--- config.mk ---
export PLATFORM = sky130hd
export DESIGN_NAME = ifetch_unit_flat
export DESIGN_NICKNAME = d
export VERILOG_FILES = /design/src/rtl/ifetch_pkg.sv /design/src/rtl/ifetch_unit_if.sv /design/src/rtl/ifetch_unit.sv /design/src/flat_wrapper.sv
export SDC_FILE = /design/constraint.sdc
export NUM_CORES = 1
export LEC_CHECK = 0
export CORE_MARGIN = 4
export CORE_UTILIZATION = 53
export DETAILED_ROUTE_END_ITERATION = 7
export GPL_ROUTABILITY_DRIVEN = 0
export PLACE_DENSITY_LB_ADDON = 0.05
export SLEW_MARGIN = 40
export SYNTH_ARGS = -nofsm -noshare
export SYNTH_HDL_FRONTEND = slang
export SYNTH_SLANG_ARGS = --single-unit
--- constraint.sdc ---
create_clock -name clk -period 2.3 [get_ports clk]
set_input_delay 0.345 -clock clk [delete_from_list [all_inputs] [get_ports clk]]
set_output_delay 0.345 -clock clk [all_outputs]
set_load 0.02 [all_outputs]
--- src/rtl/ifetch_pkg.sv ---
// rtl/ifetch_pkg.sv - shared types and constants for the instruction fetch unit
package ifetch_pkg;

    localparam int          PC_W          = 32;
    localparam logic [31:0] NOP_INST      = 32'h0000_0013;
    localparam logic [31:0] PC_ALIGN_MASK = 32'hFFFF_FFFC;

    typedef enum logic [2:0] {
        IDLE  = 3'd0,
        REQ   = 3'd1,
        FULL  = 3'd2,
        DRAIN = 3'd3,
        FAULT = 3'd4
    } fetch_state_t;

    function automatic logic [PC_W-1:0] align_pc(input logic [PC_W-1:0] p);
        return p & PC_ALIGN_MASK;
    endfunction

    function automatic logic pc_misaligned(input logic [PC_W-1:0] p);
        return |p[1:0];
    endfunction

endpackage

--- src/rtl/ifetch_unit_if.sv ---
// rtl/ifetch_unit_if.sv - memory, decoder and redirect signals of the fetch unit
interface ifetch_unit_if;
    import ifetch_pkg::*;

    logic            mem_req;
    logic [29:0]     mem_addr_I;
    logic            mem_ready;
    logic [31:0]     mem_rdata_I;
    logic            inst_valid;
    logic [31:0]     inst;
    logic [PC_W-1:0] inst_pc;
    logic            inst_ready;
    logic            redirect_valid;
    logic [PC_W-1:0] redirect_pc;
    logic            fetch_fault;

    modport master (
        output mem_req, mem_addr_I, inst_valid, inst, inst_pc, fetch_fault,
        input  mem_ready, mem_rdata_I, inst_ready, redirect_valid, redirect_pc
    );

    modport slave (
        input  mem_req, mem_addr_I, inst_valid, inst, inst_pc, fetch_fault,
        output mem_ready, mem_rdata_I, inst_ready, redirect_valid, redirect_pc
    );

endinterface

--- src/rtl/ifetch_unit.sv ---
// rtl/ifetch_unit.sv - single-outstanding instruction fetch FSM with redirect/drain handling
// Optional misaligned-redirect fault: define IFETCH_MISALIGN_EXC_EN.
module ifetch_unit
    import ifetch_pkg::*;
#(
    parameter logic [31:0] RESET_PC = 32'h0000_0000
) (
    input  logic          clk,
    input  logic          rst_n,
    ifetch_unit_if.master bus
);

    fetch_state_t    state;
    logic [PC_W-1:0] pc_q;
    logic [PC_W-1:0] pend_pc;
    logic            pend_bad;
    logic            mem_req_q;
    logic [29:0]     mem_addr_q;
    logic            inst_valid_q;
    logic [31:0]     inst_q;
    logic [PC_W-1:0] inst_pc_q;
    logic            fault_q;

    logic [PC_W-1:0] tgt;
    logic            redir_bad;
    logic [PC_W-1:0] idle_pc;
    logic [PC_W-1:0] drain_pc;
    logic            drain_bad;

    // Low target bits never reach the PC; they only matter for the fault check.
    assign tgt = align_pc(bus.redirect_pc);
`ifdef IFETCH_MISALIGN_EXC_EN
    assign redir_bad = pc_misaligned(bus.redirect_pc);
`else
    assign redir_bad = 1'b0;
`endif

    assign idle_pc   = bus.redirect_valid ? tgt : pc_q;
    // A redirect arriving on the drain's final cycle is the newest target.
    assign drain_pc  = bus.redirect_valid ? tgt : pend_pc;
    assign drain_bad = bus.redirect_valid ? redir_bad : pend_bad;

    always_ff @(posedge clk or negedge rst_n) begin
        if (!rst_n) begin
            state        <= IDLE;
            pc_q         <= RESET_PC;
            pend_pc      <= '0;
            pend_bad     <= 1'b0;
            mem_req_q    <= 1'b0;
            mem_addr_q   <= '0;
            inst_valid_q <= 1'b0;
            inst_q       <= NOP_INST;
            inst_pc_q    <= '0;
            fault_q      <= 1'b0;
        end else begin
            case (state)
                IDLE: begin
                    if (bus.redirect_valid && redir_bad) begin
                        fault_q <= 1'b1;
                        state   <= FAULT;
                    end else begin
                        pc_q       <= idle_pc;
                        mem_req_q  <= 1'b1;
                        mem_addr_q <= idle_pc[31:2];
                        state      <= REQ;
                    end
                end
                REQ: begin
                    if (bus.redirect_valid) begin
                        if (bus.mem_ready) begin
                            if (redir_bad) begin
                                mem_req_q <= 1'b0;
                                fault_q   <= 1'b1;
                                state     <= FAULT;
                            end else begin
                                pc_q       <= tgt;
                                mem_addr_q <= tgt[31:2];
                            end
                        end else begin
                            pend_pc  <= tgt;
                            pend_bad <= redir_bad;
                            state    <= DRAIN;
                        end
                    end else if (bus.mem_ready) begin
                        inst_q       <= bus.mem_rdata_I;
                        inst_pc_q    <= pc_q;
                        inst_valid_q <= 1'b1;
                        pc_q         <= pc_q + 32'd4;
                        mem_req_q    <= 1'b0;
                        state        <= FULL;
                    end
                end
                FULL: begin
                    if (bus.redirect_valid) begin
                        inst_valid_q <= 1'b0;
                        if (redir_bad) begin
                            fault_q <= 1'b1;
                            state   <= FAULT;
                        end else begin
                            pc_q       <= tgt;
                            mem_req_q  <= 1'b1;
                            mem_addr_q <= tgt[31:2];
                            state      <= REQ;
                        end
                    end else if (bus.inst_ready) begin
                        inst_valid_q <= 1'b0;
                        mem_req_q    <= 1'b1;
                        mem_addr_q   <= pc_q[31:2];
                        state        <= REQ;
                    end
                end
                DRAIN: begin
                    if (bus.mem_ready) begin
                        if (drain_bad) begin
                            mem_req_q <= 1'b0;
                            fault_q   <= 1'b1;
                            state     <= FAULT;
                        end else begin
                            pc_q       <= drain_pc;
                            mem_addr_q <= drain_pc[31:2];
                            state      <= REQ;
                        end
                    end else if (bus.redirect_valid) begin
                        pend_pc  <= tgt;
                        pend_bad <= redir_bad;
                    end
                end
                FAULT: begin
                    mem_req_q <= 1'b0;
                end
                default: begin
                    state     <= IDLE;
                    mem_req_q <= 1'b0;
                end
            endcase
        end
    end

    assign bus.mem_req     = mem_req_q;
    assign bus.mem_addr_I  = mem_addr_q;
    assign bus.inst_valid  = inst_valid_q;
    assign bus.inst        = inst_q;
    assign bus.inst_pc     = inst_pc_q;
    assign bus.fetch_fault = fault_q;

endmodule

--- src/flat_wrapper.sv ---
// flat-port wrapper written by rule: the top's interface ports become plain ports
module ifetch_unit_flat import ifetch_pkg::*;
#(
    parameter logic [31:0] RESET_PC = 32'h0000_0000
)
  (clk, rst_n, bus_mem_req, bus_mem_addr_I, bus_inst_valid, bus_inst, bus_inst_pc, bus_fetch_fault, bus_mem_ready, bus_mem_rdata_I, bus_inst_ready, bus_redirect_valid, bus_redirect_pc);
  ifetch_unit_if bus_i ();
  input  logic clk;
  input  logic rst_n;
  output wire logic [$bits(bus_i.mem_req)-1:0] bus_mem_req;
  output wire logic [$bits(bus_i.mem_addr_I)-1:0] bus_mem_addr_I;
  output wire logic [$bits(bus_i.inst_valid)-1:0] bus_inst_valid;
  output wire logic [$bits(bus_i.inst)-1:0] bus_inst;
  output wire logic [$bits(bus_i.inst_pc)-1:0] bus_inst_pc;
  output wire logic [$bits(bus_i.fetch_fault)-1:0] bus_fetch_fault;
  input wire logic [$bits(bus_i.mem_ready)-1:0] bus_mem_ready;
  input wire logic [$bits(bus_i.mem_rdata_I)-1:0] bus_mem_rdata_I;
  input wire logic [$bits(bus_i.inst_ready)-1:0] bus_inst_ready;
  input wire logic [$bits(bus_i.redirect_valid)-1:0] bus_redirect_valid;
  input wire logic [$bits(bus_i.redirect_pc)-1:0] bus_redirect_pc;
  assign bus_mem_req = bus_i.mem_req;
  assign bus_mem_addr_I = bus_i.mem_addr_I;
  assign bus_inst_valid = bus_i.inst_valid;
  assign bus_inst = bus_i.inst;
  assign bus_inst_pc = bus_i.inst_pc;
  assign bus_fetch_fault = bus_i.fetch_fault;
  assign bus_i.mem_ready = bus_mem_ready;
  assign bus_i.mem_rdata_I = bus_mem_rdata_I;
  assign bus_i.inst_ready = bus_inst_ready;
  assign bus_i.redirect_valid = bus_redirect_valid;
  assign bus_i.redirect_pc = bus_redirect_pc;
  ifetch_unit #(.RESET_PC(RESET_PC)) u_core (.clk(clk), .rst_n(rst_n), .bus(bus_i));
endmodule
==> impl_results.rst <==
.. list-table::
   :header-rows: 1

   * - Metric
     - Value
   * - Result of the run
     - complete, no violations
   * - HPWL Detailed
     - 18.61 mm
   * - Data required time of the critical path
     - 2610 ps
   * - Max_cap viols
     - 0
   * - Routed len/inst
     - 21.80 µm
   * - FF-to-FF End
     - u_core.pc_q[24]
   * - Number of placed instances, taps included
     - 1187
   * - Final net count
     - 1061
   * - Most common library cell in the layout ignoring fill and taps
     - sky130_fd_sc_hd__dfrtp_1
   * - Areal power density over the cells
     - 556.1 nW/µm²
   * - Overall die area
     - 18380 µm²
   * - Number of post-CTS setup repair buffers
     - 0
   * - Detailed-route via count
     - 7846
   * - Routed Antenna Nets
     - 0
   * - Portion of the clock cycle consumed by the worst path in the final layout
     - 0.9153
   * - Number of top-level design ports
     - 166
   * - Share of the synthesized area in the top cell type
     - 0.4700
   * - Final Hold Viols
     - 0
   * - Max H-tree Level
     - 4
   * - Number of antenna violations at the first check in global routing
     - 0
   * - TritonCTS clock tree
     - yes
   * - Critical-path top delay cell
     - sky130_fd_sc_hd__dfrtp_1
   * - Synth Area per Inst
     - 10.54 µm²
   * - Resize count post-CTS
     - 0
   * - Dominant cell type by area after synthesis
     - sky130_fd_sc_hd__dfrtp_1
   * - Worst r2r src
     - u_core.pc_q[4]
   * - Die extent in x
     - 135.6 µm
   * - Post-Syn Instances
     - 818
   * - Setup-violating endpoint count in the final report
     - 0
   * - Synth area leaders
     - sky130_fd_sc_hd__dfrtp_1 (47%), sky130_fd_sc_hd__mux2_2 (13%), sky130_fd_sc_hd__o21ai_0 (3.9%)
   * - Count of clock tree sinks
     - 165
   * - Max-slew headroom
     - 0.4452
   * - Crit Path Max Fanout
     - 10
   * - Maximum clock rate
     - 475.0 MHz
   * - Clock insertion delay at the later pin of the skew report
     - 420 ps
   * - First-pass GRT wire length
     - 42.50 mm
   * - FFs w/ async S/R, synth
     - 1.000
   * - Syn. warnings
     - 0
   * - CP endpoint
     - u_core.pc_q[24]
   * - Maximum number of pins on one net before global-route repair
     - 64
   * - CTS Root Buffer Type
     - sky130_fd_sc_hd__clkbuf_16
   * - Critical path start-end classification
     - register to register
   * - Kind of start point of the critical path
     - register
   * - Via count of the first global-routing pass
     - 7995
   * - Commonest non-fill, non-tap cells in the layout
     - sky130_fd_sc_hd__dfrtp_1 (162), sky130_fd_sc_hd__clkdlybuf4s50_1 (161), sky130_fd_sc_hd__mux2_2 (101)
   * - Part of the Yosys area used for sequential elements
     - 0.4791
   * - Vias per cell
     - 6.431
   * - Unrepaired setup endpoints after global routing
     - false
   * - Largest buffer count on any clock path
     - 2
   * - Path depth of the worst reg2reg path
     - 5
   * - Cell row count
     - 46
   * - Net count after synthesis
     - 888
   * - Peak supply drop
     - 613.5 µV
   * - Total global routing overflow
     - 0
   * - Largest stage delay, worst path
     - 610 ps
   * - Most common cell type on the critical path
     - sky130_fd_sc_hd__nand3_1
   * - Most common flop cell mapped by yosys
     - sky130_fd_sc_hd__dfrtp_1
   * - Setup Skew
     - 10.10 ps
   * - Crit. End Element
     - register
   * - Worst Max-Slew Pin Slew
     - 829.2 ps
   * - ANT cells
     - 0
   * - Final number of max-transition violations
     - 0
   * - Standard cell core area
     - 15940 µm²
   * - Initial standard-cell utilization of the core
     - 0.5410
   * - Area Growth Syn to Fin
     - 31.74%
   * - Layout Cells excl Fill
     - 1220
   * - Number of buffers inserted by port buffering
     - 163
   * - Total wire length
     - 26.59 mm
   * - Start point of the critical path
     - u_core.pc_q[4]
   * - Distinct cell type count after synthesis
     - 68
   * - Chip height
     - 135.6 µm
   * - Minimum clock period after layout
     - 2105 ps
   * - Flop2flop setup slack
     - 190 ps
   * - Setup TNS after final layout
     - 0 ps
   * - Number of enable flip-flop cells after synthesis
     - 0
   * - Remaining design rule violation count
     - 0
   * - Fraction of layout cells with a size suffix above 1
     - 0.2221
   * - Count of fill cells added during filler insertion
     - 1189
   * - Number of storage elements in the synthesis netlist
     - 165
   * - Syn Std Cell Area
     - 8626 µm²
   * - Static leakage
     - 0.004868 µW
   * - Critical Path AT
     - 2410 ps
   * - GRT Resource Usage Total
     - 0.2942
   * - Kind of path behind the tightest hold check
     - register to register
   * - Worst path cell trace
     - nand3_1 -> nor2_1 -> nand3_1 -> o21a_1 -> a221o_1
   * - Number of buffers created by CTS
     - 17
   * - Drt pass-1 iters
     - 6
   * - Clock transition at the register clock pins on the worst setup and hold paths after CTS
     - 60 ps
   * - Violation count after the first detailed-routing iteration
     - 857
==> stage by stage <==
| step | hold WS [ps] | utilization | instance area, µm² | setup WS [ps] | total power [µW] |
|---|---|---|---|---|---|
| 2_1_floorplan | 49.41 | - | 8626 | 484.3 | 3273 |
| 3_3_place_gp | 382.0 | 0.6761 | 10780 | 116.2 | 3565 |
| 3_5_place_dp | 390.4 | 0.6761 | 10780 | 95.01 | 3585 |
| 4_1_cts | 480.5 | 0.7128 | 11360 | 277.1 | 6366 |
| 5_1_grt | 492.1 | 0.7128 | 11360 | 139.8 | 6564 |
| 6_report | 477.7 | 0.7128 | 11360 | 194.7 | 6319 |
==> what timing repair did <==
| item | CTS | global route |
|---|---|---|
| endpoints found under the hold margin | 59 | 0 |
| hold buffers | 1 | 0 |
| setup endpoints to repair | 0 | 0 |
==> cells by family after synthesis <==
| family | Yosys count | synth area share |
|---|---|---|
| adders and majority gates | 1 | 0.001450 |
| xor gates and xnor gates | 2 | 0.002031 |
| and+or+nand+nor | 192 | 0.1137 |
| buffers and inverters | 86 | 0.04917 |
| muxes | 118 | 0.1516 |
| DFF | 165 | 0.4791 |
| AOI/OAI and AO/OA | 254 | 0.2029 |
==> metal layers <==
| metal | vias up | global-route usage | share of wire | wire length, µm |
|---|---|---|---|---|
| met4 | 0 | 0.1226 | 0.036 | 954 |
| met5 | - | 0 | 0 | 0 |
| met1 | 3869 | 0.3715 | 0.38 | 10080 |
| li1 | 3414 | - | - | - |
| met3 | 80 | 0.08210 | 0.096 | 2553 |
| met2 | 483 | 0.4784 | 0.49 | 13010 |
==> cell type report <==
type | count | area (µm²) | area share
clock inverters | 7 | 68.82 | 0.006056
flip-flops and latches | 165 | 4133 | 0.3637
well taps | 216 | 270.3 | 0.02378
multi-input cells | 567 | 4103 | 0.3610
clock buffers | 25 | 505.5 | 0.04448
inverters | 10 | 37.54 | 0.003303
repair buffers | 230 | 2246 | 0.1976
==> how the worst min path moves through the flow <==
stage	startpoint	endpoint	cells past startpoint	slack, ps
6_report	u_core.bus.fetch_fault	u_core.bus.fetch_fault	1	480
5_1_grt	u_core.bus.fetch_fault	u_core.bus.fetch_fault	1	490
4_1_cts	u_core.bus.fetch_fault	u_core.bus.fetch_fault	1	480
3_5_place_dp	rst_n	u_core.bus.mem_addr_I[2]	1	390
3_3_place_gp	rst_n	u_core.bus.mem_addr_I[2]	1	380
2_1_floorplan	rst_n	u_core.bus.fetch_fault	0	50
==> power breakdown <==
| group | switching (µW) | total (µW) | internal [µW] | leakage (µW) |
|---|---|---|---|---|
| Combinational | 268 | 540 | 271 | 0.00237 |
| Clock | 1140 | 2770 | 1630 | 0.000280 |
| Sequential | 59.7 | 3010 | 2950 | 0.00221 |
==> sequential cells by signal (all words and copies together) (netlist names) <==
signal,flops
u_core.bus.inst,32
u_core.bus.inst_pc,32
u_core.pc_q,32
u_core.pend_pc,32
u_core.bus.mem_addr_I,30
u_core.state,3
u_core.bus.fetch_fault,1
u_core.bus.inst_valid,1
u_core.bus.mem_req,1
u_core.pend_bad,1
==> Yosys cell counts (all sizes together) (4+ instances only) <==
library cell	n
a22o	7
mux2i	17
o22a	34
nand4	11
clkbuf	32
and4	4
nor3	11
o311ai	4
nand2	72
inv	9
nand3	21
buf	44
a211oi	4
nor2	33
o211ai	7
dfrtp	162
a22oi	19
a221oi	13
a311oi	4
a21boi	8
o21ai	70
and3	7
nor4	7
a21oi	17
mux2	101
o22ai	39
and2	5
nor2b	13
==> critical path, delay by kind of cell (launching register included) <==
kind / cells / cell delay, ps
DFF: 1 / 610
and+or+nand+nor: 3 / 830
AOI/OAI and AO/OA: 2 / 550
No activity file was read; power rests on OpenSTA's default activity.
